`src/rtl/if_stage_if.sv`:
```
// Instruction-memory fetch handshake: if_stage is the master, the instruction memory the slave.
// req is held until ack; addr is stable while req=1 and no ack has returned.
interface if_stage_if;
    logic        req;
    logic [31:0] addr;
    logic        ack;
    logic [31:0] rdata;

    modport master (
        output req,
        output addr,
        input  ack,
        input  rdata
    );

    modport slave (
        input  req,
        input  addr,
        output ack,
        output rdata
    );
endinterface

```
`src/rtl/if_stage.sv`:
```
// Instruction-fetch stage with IF/ID pipeline register, decode redirects, stalls and a one-word skid buffer.
// Optional performance counters (fetch_cnt, flush_cnt) are built when IF_PERF_CNT_EN is defined.
module if_stage #(
    parameter logic [31:0] RESET_PC  = 32'h0000_0000,
    parameter logic [31:0] NOP_INSTR = 32'h0000_0000
) (
    input  logic        clk,
    input  logic        rst_n,
    input  logic        PC_IFWrite,
    input  logic        Z,
    input  logic        J,
    input  logic        JR,
    input  logic [31:0] BranchAddr,
    input  logic [31:0] JumpAddr,
    input  logic [31:0] JrAddr,
    if_stage_if.master  imem,
    output logic [31:0] Instruction_id,
    output logic [31:0] NextPC_id
`ifdef IF_PERF_CNT_EN
    ,
    output logic [31:0] fetch_cnt,
    output logic [31:0] flush_cnt
`endif
);

    typedef enum logic [1:0] {
        S_IDLE = 2'd0,
        S_REQ  = 2'd1,
        S_HOLD = 2'd2
    } state_e;

    state_e      state_q, state_d;
    logic [31:0] pc_q, pc_d;
    logic [31:0] instr_q, instr_d;
    logic [31:0] npc_q, npc_d;
    logic [31:0] skid_q, skid_d;
    logic        drop_q, drop_d;
    logic [31:0] hold_addr_q, hold_addr_d;

    logic        redirect;
    logic [31:0] target;
    logic [31:0] pc_plus4;

    // A stall masks the redirect completely; JR wins over J, J over Z.
    always_comb begin
        redirect = PC_IFWrite & (JR | J | Z);
        if (JR) begin
            target = JrAddr;
        end else if (J) begin
            target = JumpAddr;
        end else begin
            target = BranchAddr;
        end
        target[1:0] = 2'b00;
        pc_plus4    = pc_q + 32'd4;
    end

    // While a dropped request is still outstanding, keep presenting its address.
    assign imem.req       = (state_q == S_REQ);
    assign imem.addr      = drop_q ? hold_addr_q : pc_q;
    assign Instruction_id = instr_q;
    assign NextPC_id      = npc_q;

    // NOTE: every _d signal gets its hold value first, so no path can leave one unassigned and infer a latch.
    always_comb begin
        state_d     = state_q;
        pc_d        = pc_q;
        instr_d     = instr_q;
        npc_d       = npc_q;
        skid_d      = skid_q;
        drop_d      = drop_q;
        hold_addr_d = hold_addr_q;

        case (state_q)
            S_IDLE: begin
                state_d = S_REQ;
            end

            S_REQ: begin
                if (redirect) begin
                    instr_d = NOP_INSTR;
                    npc_d   = pc_plus4;
                    pc_d    = target;
                    if (imem.ack) begin
                        drop_d = 1'b0;
                    end else begin
                        if (!drop_q) begin
                            hold_addr_d = pc_q;
                        end
                        drop_d = 1'b1;
                    end
                end else if (imem.ack && drop_q) begin
                    drop_d = 1'b0;
                    if (PC_IFWrite) begin
                        instr_d = NOP_INSTR;
                        npc_d   = pc_plus4;
                    end
                end else if (imem.ack && PC_IFWrite) begin
                    instr_d = imem.rdata;
                    npc_d   = pc_plus4;
                    pc_d    = pc_plus4;
                end else if (imem.ack) begin
                    skid_d  = imem.rdata;
                    state_d = S_HOLD;
                end else if (PC_IFWrite) begin
                    instr_d = NOP_INSTR;
                    npc_d   = pc_plus4;
                end
            end

            S_HOLD: begin
                if (redirect) begin
                    instr_d = NOP_INSTR;
                    npc_d   = pc_plus4;
                    pc_d    = target;
                    state_d = S_REQ;
                end else if (PC_IFWrite) begin
                    instr_d = skid_q;
                    npc_d   = pc_plus4;
                    pc_d    = pc_plus4;
                    state_d = S_REQ;
                end
            end

            default: begin
                state_d = S_IDLE;
            end
        endcase
    end

    // NOTE: the state register uses non-blocking assignments only; all next-state math stays in always_comb.
    always_ff @(posedge clk or negedge rst_n) begin
        if (!rst_n) begin
            state_q     <= S_IDLE;
            pc_q        <= RESET_PC;
            instr_q     <= NOP_INSTR;
            npc_q       <= RESET_PC + 32'd4;
            skid_q      <= NOP_INSTR;
            drop_q      <= 1'b0;
            hold_addr_q <= RESET_PC;
        end else begin
            state_q     <= state_d;
            pc_q        <= pc_d;
            instr_q     <= instr_d;
            npc_q       <= npc_d;
            skid_q      <= skid_d;
            drop_q      <= drop_d;
            hold_addr_q <= hold_addr_d;
        end
    end

`ifdef IF_PERF_CNT_EN
    logic        fetch_evt;
    logic        flush_evt;
    logic [31:0] fetch_cnt_q, fetch_cnt_d;
    logic [31:0] flush_cnt_q, flush_cnt_d;

    // A fetch counts only when a real instruction lands in IF/ID, never for an injected NOP.
    always_comb begin
        flush_evt = (state_q != S_IDLE) && redirect;
        fetch_evt = ((state_q == S_REQ) && !redirect && imem.ack && !drop_q && PC_IFWrite)
                 || ((state_q == S_HOLD) && !redirect && PC_IFWrite);
        fetch_cnt_d = fetch_cnt_q + {31'd0, fetch_evt};
        flush_cnt_d = flush_cnt_q + {31'd0, flush_evt};
    end

    always_ff @(posedge clk or negedge rst_n) begin
        if (!rst_n) begin
            fetch_cnt_q <= 32'd0;
            flush_cnt_q <= 32'd0;
        end else begin
            fetch_cnt_q <= fetch_cnt_d;
            flush_cnt_q <= flush_cnt_d;
        end
    end

    assign fetch_cnt = fetch_cnt_q;
    assign flush_cnt = flush_cnt_q;
`endif

endmodule
```
`src/flat_wrapper.sv`:
```
// flat-port wrapper written by rule: the top's interface ports become plain ports
module if_stage_flat 
#(
    parameter logic [31:0] RESET_PC  = 32'h0000_0000,
    parameter logic [31:0] NOP_INSTR = 32'h0000_0000
)
  (clk, rst_n, PC_IFWrite, Z, J, JR, BranchAddr, JumpAddr, JrAddr, Instruction_id, NextPC_id, imem_req, imem_addr, imem_ack, imem_rdata);
  if_stage_if imem_i ();
  input  logic clk;
  input  logic rst_n;
  input  logic PC_IFWrite;
  input  logic Z;
  input  logic J;
  input  logic JR;
  input  logic [31:0] BranchAddr;
  input  logic [31:0] JumpAddr;
  input  logic [31:0] JrAddr;
  output logic [31:0] Instruction_id;
  output logic [31:0] NextPC_id;
  output wire logic [$bits(imem_i.req)-1:0] imem_req;
  output wire logic [$bits(imem_i.addr)-1:0] imem_addr;
  input wire logic [$bits(imem_i.ack)-1:0] imem_ack;
  input wire logic [$bits(imem_i.rdata)-1:0] imem_rdata;
  assign imem_req = imem_i.req;
  assign imem_addr = imem_i.addr;
  assign imem_i.ack = imem_ack;
  assign imem_i.rdata = imem_rdata;
  if_stage #(.RESET_PC(RESET_PC), .NOP_INSTR(NOP_INSTR)) u_core (.clk(clk), .rst_n(rst_n), .PC_IFWrite(PC_IFWrite), .Z(Z), .J(J), .JR(JR), .BranchAddr(BranchAddr), .JumpAddr(JumpAddr), .JrAddr(JrAddr), .imem(imem_i), .Instruction_id(Instruction_id), .NextPC_id(NextPC_id));
endmodule
```
`config.mk`:
```
export PLATFORM = sky130hd
export DESIGN_NAME = if_stage_flat
export DESIGN_NICKNAME = d
export VERILOG_FILES = /design/src/rtl/if_stage_if.sv /design/src/rtl/if_stage.sv /design/src/flat_wrapper.sv
export SDC_FILE = /design/constraint.sdc
export NUM_CORES = 1
export LEC_CHECK = 0
export BUFFER_PORTS_ARGS = -buffer_cell sky130_fd_sc_hd__clkbuf_2
export CORE_UTILIZATION = 35
export DETAILED_ROUTE_END_ITERATION = 10
export SKIP_CTS_REPAIR_TIMING = 1
export SYNTH_ARGS = -nofsm -noshare
export SYNTH_HDL_FRONTEND = slang
export SYNTH_SLANG_ARGS = --single-unit
```
`constraint.sdc`:
```
create_clock -name clk -period 4 [get_ports clk]
set_clock_uncertainty 0.1 [all_clocks]
set_input_delay 0 -clock clk [delete_from_list [all_inputs] [get_ports clk]]
set_output_delay 0 -clock clk [all_outputs]
set_load 0.01 [all_outputs]
```
==> impl_metrics.toml, run 1 <==
[outcome]
outcome = "finished with violations"
violations = "negative hold slack"

[route]
routedWlPerCell_um = 17.6
finalWirelength_um = 25000
dr.pass1.iters = 5
ant_nets = 0
drt_iter0_markers = 331
vias = 7317
drc = 0
routed_via_density = 5.15

[die]
initial_core_util = 0.361
ios = 232
die_y_um = 158
fp.dieW_um = 158
dieArea_um2 = 25000
rows = 56
core_area_um2 = 23700

[worst_setup_path]
criticalPathCategory = "reg2reg"
critical-path-top-delay-family = "simple AND/OR/NAND/NOR gates"
worstSetupStartpointType = "flop"
worst-path-buf-inv = 0
worstSetupStartpoint = "u_core.pc_q[2]"
cp_max_fo = 8
max_stage_delay_ns = 0.83
cp.required_ns = 4.16
crit_chain = "ha_1 > nand4_1 > nor3_1 > nand3_1 > o211ai_1 > o311ai_1"
reg2reg_from = "u_core.pc_q[2]"
worstPathArrival_ns = 2.94
critPathCaptureType = "flop"
crit_path_top_delay_cell = "nor3_1"

[cts]
numCtsBuffers = 17
clkLatencyLatePin_ns = 0.42
cts.sinks = 161
cts_max_level = 4
clkTransAtPathRegs_ns = 0.07
cts_tree = "built"
cts_buffer_depth = 2
cts-root-buf = "clkbuf_16"

[timing]
setup_violations = 0
min_period_ns = 2.78
hold_viol = 10
fmax_ghz = 0.360
relSlewSlack = 0.243
worstMarginPinSlew_ns = 1.13
rsz0062_at_grt = "no"
period_share = 0.694
report.final.slew_viol_count = 0
setup_tns_ns = 0
whs_ns = -0.0504

[placed_design]
portBuffers = 225
dp_hpwl_um = 16500
gp_congestion = 0.782
dp.cells = 1331

[logic_synthesis]
synth_area_leaders = "dfrtp_1, mux2_2, nor2_1, nand2_1, o21ai_0"
synth_warnings = 0
synth_top_area_frac = 0.469
synth_largest_area_cell = "dfrtp_1"
syn_inst = 841
yosysUniqueCellTypes = 54
ys.flop_type = "dfrtp_1"
synth_edf_count = 0
ys_ff_latch = 161
avgSynthCellArea_um2 = 10.2
yosysMostFrequentCell = "dfrtp_1"
seq_area_frac_synth = 0.472
synth_common_cells = "dfrtp_1, mux2_2, nor2_1"
synth.cell_area_um2 = 8540
async_reset_ff_frac = 1.00
syn_nets = 977

[cells_and_area]
drive_above_1_share = 0.357
layout.nets = 1226
n_antenna_cell = 0
ff_latch_area_um2 = 4030
area_growth_pct = 30.4
fin_cells = 1422
fill_cells = 2285
multiInputGateArea_um2 = 4260

[global_routing]
grt_usage = 0.200
grt_pass1_vias = 6970
antenna_found_initial = 0
grt-ovfl-total = 0
grt_max_degree = 97
grt_pass1_wl_um = 38000

[pwr]
pwr_density_cell_nw_per_um2 = 680
p_switching_uw = 2960
power.leakage_uw = 0.00509
p_clk_frac = 0.210
combPwrFrac = 0.398
seqPwrFrac = 0.392
switching_share = 0.391
p_int_uw = 4610
irDropWorstVdd_mv = 0.314

[worst_hold_path]
hp-start = "JrAddr[7]"
hold_class = "in2reg"

[run]
maxCapViolCount = 0
[worst reg2reg max path: cells and delay by family (launching register included)]
family / cells / cell delay [ns]
adder cells (fa/ha/maj): 1 / 0.32
flip-flops: 1 / 0.51
AO/OA/AOI/OAI: 2 / 0.33
AND/OR/NAND/NOR: 3 / 1.36
[worst paths after layout]
kind                                                to  slack (ns)  depth (start not counted)
worst max register to register         u_core.pc_q[30]        1.22                          6
min in group asynchronous         u_core.NextPC_id[13]        0.11                          2
worst max-delay path                   u_core.pc_q[30]        1.22                          6
max in group asynchronous       u_core.hold_addr_q[25]        2.78                          3
worst min register to register     u_core.NextPC_id[3]        0.38                          2
worst min-delay path                    u_core.pc_q[7]       -0.05                          4
[flip-flops by register name (all words and copies together) (netlist names)]
| register | cells |
|---|---|
| u_core.Instruction_id | 32 |
| u_core.NextPC_id | 32 |
| u_core.hold_addr_q | 32 |
| u_core.skid_q | 32 |
| u_core.pc_q | 30 |
| u_core.state_q | 2 |
| u_core.drop_q | 1 |
[power by group through the flow]
stage / clock network (uW) / logic (uW) / registers [uW]
2_1_floorplan: 0 / 1990 / 2840
3_3_place_gp: 0 / 2960 / 2960
3_5_place_dp: 0 / 3000 / 2990
4_1_cts: 1630 / 3010 / 2960
5_1_grt: 1700 / 3330 / 3090
6_report: 1590 / 3020 / 2970
[placed cells by master (no fill, tap or decap), types with 11 or more instances in the layout]
master	Yosys	final
clkbuf_2	1	224
dfrtp_1	160	160
mux2_2	103	103
nor2_1	95	92
nand2_1	86	86
dlygate4sd3_1	0	59
o21ai_0	57	57
a221oi_1	32	32
a22o_1	32	32
mux2i_1	24	24
a21oi_1	20	19
xor2_1	19	19
clkbuf_16	0	17
a31oi_1	15	15
nand3_1	14	14
buf_4	1	14
nand4_1	11	11
[cells by family (layout without fill, tap and decap cells)]
| family | count (synthesis) | after routing | share of synthesized area |
|---|---|---|---|
| and+or+nand+nor | 240 | 240 | 0.127 |
| adders and majority gates | 1 | 1 | 0.00146 |
| xor gates and xnor gates | 28 | 28 | 0.0287 |
| AOI/OAI and AO/OA | 209 | 209 | 0.171 |
| DFF | 161 | 161 | 0.472 |
| muxes | 127 | 127 | 0.164 |
| buffers and inverters | 75 | 337 | 0.0368 |
[per-layer routing]
layer / global-route usage / share of wire
met4: 0.0430 / 0.0062
met1: 0.257 / 0.45
met2: 0.328 / 0.48
met5: 0 / 0
met3: 0.0630 / 0.064
[area by class of cell]
type | count | share of cell area
Clock buffer | 18 | 0.0385
Clock inverter | 14 | 0.0119
Inverter | 5 | 0.00169
Multi-Input combinational cell | 605 | 0.382
Sequential cell | 161 | 0.362
Tap cell | 319 | 0.0358
Timing Repair Buffer | 300 | 0.168
[stage by stage]
step	setup slack, ns	power (uW)	cell area (um^2)	hold WS (ns)	utilization
5_1_grt	0.820	8110	11100	0.0139	0.470
3_5_place_dp	1.24	5990	9990	0.0649	0.422
2_1_floorplan	1.91	4830	8540	-0.396	-
4_1_cts	1.22	7600	10500	-0.394	0.445
3_3_place_gp	1.30	5910	9990	0.0763	0.422
6_report	1.22	7570	11100	-0.0504	0.470
Note: power is estimated with default switching activity, not from simulation.
==> run 2, diff against run 1 <==
==> constraint.sdc (replaced) <==
create_clock -name clk -period 2.7 [get_ports clk]
set_clock_uncertainty 0.1 [all_clocks]
set_input_delay 0 -clock clk [delete_from_list [all_inputs] [get_ports clk]]
set_output_delay 0 -clock clk [all_outputs]
set_load 0.01 [all_outputs]
==> impl_metrics.toml, run 2 (synthesized netlist as in run 1, its figures left out) <==
[outcome]
outcome = "finished with violations"
violations = "negative hold slack"

[route]
ant_nets = 0
drc = 0
finalWirelength_um = 24900
vias = 7368
dr.pass1.iters = 5
routed_via_density = 5.15
routedWlPerCell_um = 17.4
drt_iter0_markers = 294

[cells_and_area]
fill_cells = 2256
layout.nets = 1234
layout_common_cells = "clkbuf_2, dfrtp_1, mux2_2, nor2_1, nand2_1"
fin_util = 0.473
multiInputGateArea_um2 = 4260
ff_latch_area_um2 = 4030
final_common_cell = "clkbuf_2"
area_growth_pct = 31.1
drive_above_1_share = 0.362

[placed_design]
place_ws_ns = 0.295
portBuffers = 225
dp_hpwl_um = 17000
gp_congestion = 0.788

[global_routing]
grt_pass1_wl_um = 38000
grt_usage = 0.200
antenna_found_initial = 1
grt-ovfl-total = 0
grt_max_degree = 71
grt_pass1_vias = 6942

[timing]
fmax_ghz = 0.403
report.final.slew_viol_count = 0
period_share = 0.919
rsz0062_at_grt = "no"
setup_tns_ns = 0
hold_viol = 16
setup_violations = 0
relSlewSlack = 0.301
worstMarginPinSlew_ns = 1.04
min_period_ns = 2.48
worst_slack_ns = 0.219
whs_ns = -0.0547

[die]
core_area_um2 = 23700
fp.dieW_um = 158
initial_core_util = 0.361
dieArea_um2 = 25000
die_y_um = 158
ios = 232
rows = 56

[cts]
cts_buffer_depth = 2
cts_max_level = 4
cts-root-buf = "clkbuf_16"
clkLatencyLatePin_ns = 0.43
cts.sinks = 161
clkTransAtPathRegs_ns = 0.07
numCtsBuffers = 17
cts_tree = "built"

[pwr]
p_int_uw = 6860
power.leakage_uw = 0.00514
p_clk_frac = 0.210
power_uw = 11200
seqPwrFrac = 0.390
irDropWorstVdd_mv = 0.473
combPwrFrac = 0.400
switching_share = 0.389
pwr_density_cell_nw_per_um2 = 1000
p_switching_uw = 4370

[worst_setup_path]
worstPathArrival_ns = 2.63
cp_max_fo = 22
worstSetupStartpointType = "input pin"
cp.required_ns = 2.85
criticalPathCategory = "in2reg"
critPathCaptureType = "flop"

[run]
maxCapViolCount = 0

[worst_hold_path]
hold_class = "in2reg"
==> run 2: cell types whose count changed in the layout (fill, tap and decap cells not counted), sizes merged <==
cell      previous run  this run
inv                  9         8
diode                0         1
buf                 17        25
clkinv               4         6
clkinvlp             5         4
==> run 2: metrics by stage <==
step | instances | cell area (um^2)
floorplan | 841 | 8540
global placement | 1339 | 10000
detailed placement | 1339 | 10000
CTS | 1371 | 10600
global route | 1431 | 11200
finish | 1431 | 11200
==> run 2: area by class of cell <==
| cell class | count | area share |
|---|---|---|
| diodes | 1 | 0.000223 |
| inverters | 5 | 0.00168 |
| clock buffers | 18 | 0.0383 |
| clock inverters | 14 | 0.0120 |
| well taps | 319 | 0.0356 |
| multi-input cells | 605 | 0.380 |
| repair buffers | 308 | 0.172 |
| flip-flops and latches | 161 | 0.360 |
==> run 2: final timing paths <==
kind / from / end / slack (ns) / depth (start not counted)
max: PC_IFWrite / u_core.pc_q[27] / 0.22 / 8
min: JrAddr[12] / u_core.pc_q[12] / -0.05 / 4
max reg2reg: u_core.pc_q[3] / u_core.pc_q[22] / 0.32 / 6
min reg2reg: u_core.NextPC_id[20] / u_core.NextPC_id[20] / 0.38 / 2
max in group asynchronous: rst_n / u_core.state_q[0] / 1.53 / 3
min in group asynchronous: rst_n / u_core.NextPC_id[19] / -0.02 / 2
==> run 2: worst max-delay path, cell delays in order <==
cell and delay [ns]:
dlygate4sd3_1 0.55, clkbuf_2 0.20, clkinv_1 0.17, buf_4 0.22
nor2_2 0.81, nand2_1 0.34, o211ai_1 0.18, o311ai_0 0.14
==> run 2: power by group through the flow <==
stage                     Clock, uW  Combinational (uW)  Sequential (uW)
after floorplan                   0                2940             4210
after global placement            0                4420             4370
after detailed placement          0                4510             4410
after CTS                      2410                4510             4370
after global routing           2520                4980             4550
final                          2350                4500             4380
==> run 2: metal layers <==
layer | vias up | track usage | wire length [um]
met3 | 20 | 0.0665 | 1780
met2 | 221 | 0.321 | 11900
li1 | 3588 | - | -
met1 | 3539 | 0.258 | 11000
met4 | 0 | 0.0481 | 277
met5 | - | 0 | 0
